$ cat config.mk
export PLATFORM = sky130hd
export DESIGN_NAME = blf_expand_ctrl
export DESIGN_NICKNAME = d
export VERILOG_FILES = /design/src/rtl/blf_expand_ctrl.sv
export SDC_FILE = /design/constraint.sdc
export NUM_CORES = 1
export LEC_CHECK = 0
export CELL_PAD_IN_SITES_DETAIL_PLACEMENT = 1
export CELL_PAD_IN_SITES_GLOBAL_PLACEMENT = 1
export CORE_UTILIZATION = 31
export CTS_CLUSTER_DIAMETER = 30
export CTS_CLUSTER_SIZE = 12
export DETAILED_ROUTE_END_ITERATION = 8
export PLACE_DENSITY_LB_ADDON = 0.1
export SYNTH_ARGS = -nofsm -noshare
export SYNTH_HDL_FRONTEND = slang
export SYNTH_SLANG_ARGS = --single-unit
$ cat constraint.sdc
create_clock -name clk -period 2.27 [get_ports clk]
set_clock_uncertainty 0.1 [all_clocks]
set_input_delay 0.5675 -clock clk [delete_from_list [all_inputs] [get_ports clk]]
set_output_delay 0.5675 -clock clk [all_outputs]
set_load 0.05 [all_outputs]
$ cat src/rtl/blf_expand_ctrl.sv
// Blowfish/bcrypt key-schedule sequencer: drives encipher 521 times and
// rewrites P[0..17] then S[0..1023] from the chained ciphertext pairs.
//
// Ports:
//   clk, reset_l             clock, synchronous active-low reset
//   start, salt_en, salt     run request and salt (latched at start)
//   enc_start, enc_xl/xr     encipher launch pulse and plaintext pair
//   enc_xl_out/xr_out, done  encipher result pair and completion
//   p_we/p_waddr             P-array write port
//   s_we/s_waddr             S-box write port
//   wdata                    shared write data
//   busy, done               run status, completion pulse
module blf_expand_ctrl #(
  parameter int P_WORDS    = 18,
  parameter int S_WORDS    = 1024,
  parameter int SALT_WORDS = 4
) (
  input  logic         clk,
  input  logic         reset_l,
  input  logic         start,
  input  logic         salt_en,
  input  logic [127:0] salt,
  output logic         enc_start,
  output logic [31:0]  enc_xl,
  output logic [31:0]  enc_xr,
  input  logic [31:0]  enc_xl_out,
  input  logic [31:0]  enc_xr_out,
  input  logic         enc_done,
  output logic         p_we,
  output logic [4:0]   p_waddr,
  output logic         s_we,
  output logic [9:0]   s_waddr,
  output logic [31:0]  wdata,
  output logic         busy,
  output logic         done
);

  localparam logic [2:0] IDLE      = 3'd0;
  localparam logic [2:0] ENC_START = 3'd1;
  localparam logic [2:0] ENC_WAIT  = 3'd2;
  localparam logic [2:0] WR_L      = 3'd3;
  localparam logic [2:0] WR_R      = 3'd4;
  localparam logic [2:0] DONE      = 3'd5;

  localparam logic [8:0] P_LAST = 9'(P_WORDS / 2 - 1);
  localparam logic [8:0] S_LAST = 9'(S_WORDS / 2 - 1);
  localparam logic [1:0] S_MASK = 2'(SALT_WORDS - 1);

  logic [2:0]   state;
  logic         phase;
  logic [8:0]   blk;
  logic [1:0]   sidx;
  logic [31:0]  data_l;
  logic [31:0]  data_r;
  logic [127:0] salt_q;
  logic         salt_en_q;

  function automatic logic [31:0] salt_word(
    input logic [127:0] s,
    input logic [1:0]   idx
  );
    logic [31:0] w;
    unique case (idx)
      2'd0:    w = s[127:96];
      2'd1:    w = s[95:64];
      2'd2:    w = s[63:32];
      default: w = s[31:0];
    endcase
    return w;
  endfunction

  always_ff @(posedge clk) begin
    if (!reset_l) begin
      state     <= IDLE;
      phase     <= 1'b0;
      blk       <= '0;
      sidx      <= '0;
      data_l    <= '0;
      data_r    <= '0;
      salt_q    <= '0;
      salt_en_q <= 1'b0;
    end else begin
      unique case (state)
        IDLE: begin
          if (start) begin
            salt_q    <= salt;
            salt_en_q <= salt_en;
            data_l    <= '0;
            data_r    <= '0;
            blk       <= '0;
            sidx      <= '0;
            phase     <= 1'b0;
            state     <= ENC_START;
          end
        end
        ENC_START: state <= ENC_WAIT;
        ENC_WAIT: begin
          if (enc_done) begin
            data_l <= enc_xl_out;
            data_r <= enc_xr_out;
            state  <= WR_L;
          end
        end
        WR_L: state <= WR_R;
        WR_R: begin
          // salt pairs keep rotating across the P/S boundary
          sidx <= (sidx + 2'd2) & S_MASK;
          if (!phase && blk == P_LAST) begin
            phase <= 1'b1;
            blk   <= '0;
            state <= ENC_START;
          end else if (phase && blk == S_LAST) begin
            state <= DONE;
          end else begin
            blk   <= blk + 9'd1;
            state <= ENC_START;
          end
        end
        DONE: state <= IDLE;
        default: state <= IDLE;
      endcase
    end
  end

  logic       wr;
  logic [9:0] waddr;
  logic [31:0] sl;
  logic [31:0] sr;

  assign wr    = (state == WR_L) || (state == WR_R);
  assign waddr = {blk, state == WR_R};
  assign sl    = salt_en_q ? salt_word(salt_q, sidx) : 32'd0;
  assign sr    = salt_en_q ? salt_word(salt_q, sidx + 2'd1) : 32'd0;

  assign enc_start = (state == ENC_START);
  assign enc_xl    = enc_start ? (data_l ^ sl) : 32'd0;
  assign enc_xr    = enc_start ? (data_r ^ sr) : 32'd0;

  assign p_we    = wr && !phase;
  assign s_we    = wr && phase;
  assign p_waddr = p_we ? waddr[4:0] : 5'd0;
  assign s_waddr = s_we ? waddr : 10'd0;
  assign wdata   = (state == WR_L) ? data_l :
                   (state == WR_R) ? data_r : 32'd0;

  assign busy = (state != IDLE);
  assign done = (state == DONE);

endmodule

==> results of run 1 <==
==> placed cells by master, fill, tap and decap left out, drive strengths merged, types with 3 or more instances in the layout <==
| cell | instances |
|---|---|
| clkbuf | 75 |
| nor2b | 65 |
| nand2 | 330 |
| o31ai | 3 |
| inv | 6 |
| a21oi | 5 |
| buf | 214 |
| dfxtp | 207 |
| a22o | 32 |
| ha | 3 |
| xor2 | 64 |
| clkinvlp | 3 |
| xnor2 | 5 |
| bufinv | 6 |
| a22oi | 64 |
| or4 | 3 |
| diode | 5 |
| and2 | 17 |
| nor2 | 77 |
| clkinv | 21 |
| mux2 | 64 |
| a21boi | 131 |
| clkdlybuf4s50 | 195 |
| nor4 | 3 |
| nand3 | 6 |
| o21ai | 3 |
==> final timing paths <==
check	from	endpoint	slack, ps
max	sidx[1]	enc_xl[4]	-520
min	salt_q[98]	salt_q[98]	350
max reg2reg	blk[1]	blk[7]	0
min reg2reg	salt_q[98]	salt_q[98]	350
==> logic make-up after synthesis <==
family                     after synthesis  synth area share
AOI/OAI and AO/OA                      245             0.187
adders and majority gates                3           0.00376
buffers and inverters                  103            0.0396
DFF                                    207             0.415
and+or+nand+nor                        517             0.223
xor gates and xnor gates                69            0.0605
muxes                                   64            0.0722
==> worst reg2reg max path, stage by stage (launching register included) <==
cell and delay, ps:
dfxtp_2 330, ha_4 160, nand3_1 90, nor2_1 50, ha_2 180, and3_4 180
or3_4 420, or4_4 510, a21oi_2 160
==> power groups by stage <==
stage | clock network (W) | registers (W) | logic [W]
2_1_floorplan | 0 | 0.00415 | 0.00151
3_3_place_gp | 0 | 0.00421 | 0.00258
3_5_place_dp | 0 | 0.00423 | 0.00262
4_1_cts | 0.00787 | 0.00421 | 0.00300
5_1_grt | 0.00812 | 0.00426 | 0.00346
6_report | 0.00781 | 0.00423 | 0.00327
==> registers in the layout, indices dropped and copies added (netlist names) <==
| name | cells |
|---|---|
| salt_q | 128 |
| data_l | 32 |
| data_r | 32 |
| blk | 9 |
| state | 3 |
| phase | 1 |
| salt_en_q | 1 |
| sidx | 1 |
==> area by class of cell <==
type                    count  share of cell area
well taps                 402              0.0256
clock inverters            31              0.0163
inverters                   5             0.00159
clock buffers              71              0.0790
diodes                      5            0.000638
multi-input cells         898               0.372
repair buffers            413               0.293
flip-flops and latches    207               0.212
==> per-layer routing <==
layer	wire length, um	GRT usage
met1	18700	0.315
met4	1880	0.123
met3	2600	0.0604
met5	28	0
met2	23400	0.461
==> metrics by stage <==
step	area [um^2]	hold slack [ps]	util
detailed placement	15600	346	0.492
CTS	18900	352	0.596
global placement	15600	336	0.492
floorplan	10600	331	-
finish	19600	349	0.620
global route	19600	368	0.620
==> Yosys cell counts (4+ instances only) <==
| library cell | count |
|---|---|
| a21boi_1 | 131 |
| a21oi_1 | 5 |
| a22o_1 | 32 |
| a22oi_1 | 64 |
| and2_1 | 17 |
| buf_1 | 4 |
| buf_2 | 7 |
| clkbuf_1 | 87 |
| dfxtp_1 | 207 |
| mux2_1 | 64 |
| nand2_1 | 330 |
| nand3_1 | 6 |
| nor2_1 | 77 |
| nor2b_1 | 65 |
| xnor2_1 | 5 |
| xor2_1 | 64 |
==> timing repair <==
action                                  4_1_cts  5_1_grt
gates resized for setup                     214      115
cloned                                        9        5
endpoints found under the setup margin      114      123
setup buffers                                23       19
pin swaps                                    27       57
endpoints found under the hold margin         0        0
==> flow_summary.yaml, run 1 <==
outcome:
  status: "complete, but fails checks"
  violations: "setup timing"
clock_network:
  clkLatencyLatePin_ps: 560
  clockBufferDepth: 3
  cts_root_buf: "clkbuf_16"
  cts_tree: "built"
  cts_buffers: 57
  cts_sinks: 207
  ctsHoldBuffers: 0
  clkSlewWorstSetupHoldPaths_ps: 40
  cts_max_level: 2
timing:
  relSlewSlack: 0.599
  layout_setup_ws_ps: -517
  drv_slew: 0
  setup-violations-final: 115
  hold_viol: 0
  finalSetupTns_ps: -49000
  rsz0062_at_grt: "true"
  max_freq_mhz: 359
  tightest_slew_ps: 593
  finalCriticalPeriod_ps: 2790
  fin_crit_sh: 1.23
die:
  io_pins: 313
  fp.dieW_um: 181
  die_area_mm2: 0.0329
  coreArea_mm2: 0.0316
  rows: 65
  initial_core_util: 0.316
  die_h_um: 181
critical_path:
  setup.worst_path.start_class: "flip-flop"
  crit_slowest_cell: "dfxtp_4"
  worstPathArrival_ps: 2120
  path_depth: 7
  cp_cell_sequence: "buf_4 -> buf_12 -> mux2_4 -> nand2_4 -> xor2_1 -> nor2_2 -> buf_12"
  cp_top_family: "buffers and inverters"
  worstSetupEndpointType: "output port"
  slowest_delay_ps: 400
  critPathMostFrequentCell: "buf_12"
  cp.buffers_inverters: 3
  r2r_cells: 8
  critPathMaxFanout: 9
  required_ps: 1600
  crit_type: "flip-flop to output port"
logic_synthesis:
  synth_edf_count: 0
  ys_seq_elements: 207
  synth_top_area_frac: 0.415
  synth_area_leaders: "dfxtp_1, nand2_1, a21boi_1"
  synthCells: 1208
  ys_seq_area_frac: 0.415
  ys_warn_count: 0
  syn_area_per_cell_um2: 8.27
  yosysUniqueCellTypes: 40
  synthArstFlopShare: 0
  synth_top_flop_cell: "dfxtp_1"
  synth_fp_nets: 1408
  syn_area_mm2: 0.00999
  yosys.area.top_type: "dfxtp_1"
finish:
  drive_above_1_share: 0.373
  multi_input_area_mm2: 0.00729
  seqCellArea_mm2: 0.00416
  final_net_count: 1782
  stdcell_count: 2032
  syn2layout_area_growth_pct: 96.4
  fillers: 3237
power:
  seq_power_share: 0.276
  vdd_ir_drop_max_uv: 620
  finalPower_w: 0.0153
  internal_power_w: 0.0109
  swShare: 0.289
  combPwrFrac: 0.213
  clkPwrFrac: 0.510
  p_switching_w: 0.00442
  power.density_mw_per_mm2: 780
  leakagePower_nw: 7.59
placed_design:
  hpwl_mm: 27.8
  port-buffer-count: 312
  routabilityCongestion: 0.855
  dp_slack_ps: -120
  dp_cells: 1874
grt:
  grt_max_degree: 68
  grt_pass1_wl_mm: 67.1
  grt_pass1_vias: 11267
  overflow: 0
  antenna_found_initial: 7
  grt_usage: 0.267
routing:
  wire_per_inst_um: 22.9
  firstDrtPassIters: 5
  routed_via_density: 5.08
  wirelength_mm: 46.6
  drt_iter0_drc: 530
  detail-route-antenna-nets: 0
  num_vias: 10329
  post-route-drc-count: 0
hold_path:
  min_path_type: "flip-flop to flip-flop"
  min_path_cells: 2
run:
  cap_viol_max_count: 0
No activity file was read; power rests on OpenSTA's default activity.
==> inputs of run 2 (changes only) <==
--- a/config.mk
+++ b/config.mk
@@ -5,6 +5,7 @@
 export SDC_FILE = /design/constraint.sdc
 export NUM_CORES = 1
 export LEC_CHECK = 0
+export CAP_MARGIN = 20
 export CELL_PAD_IN_SITES_DETAIL_PLACEMENT = 1
 export CELL_PAD_IN_SITES_GLOBAL_PLACEMENT = 1
 export CORE_UTILIZATION = 31
==> results of run 2 <==
Same layout as run 1: the final DEF is identical, and so are final timing and power.
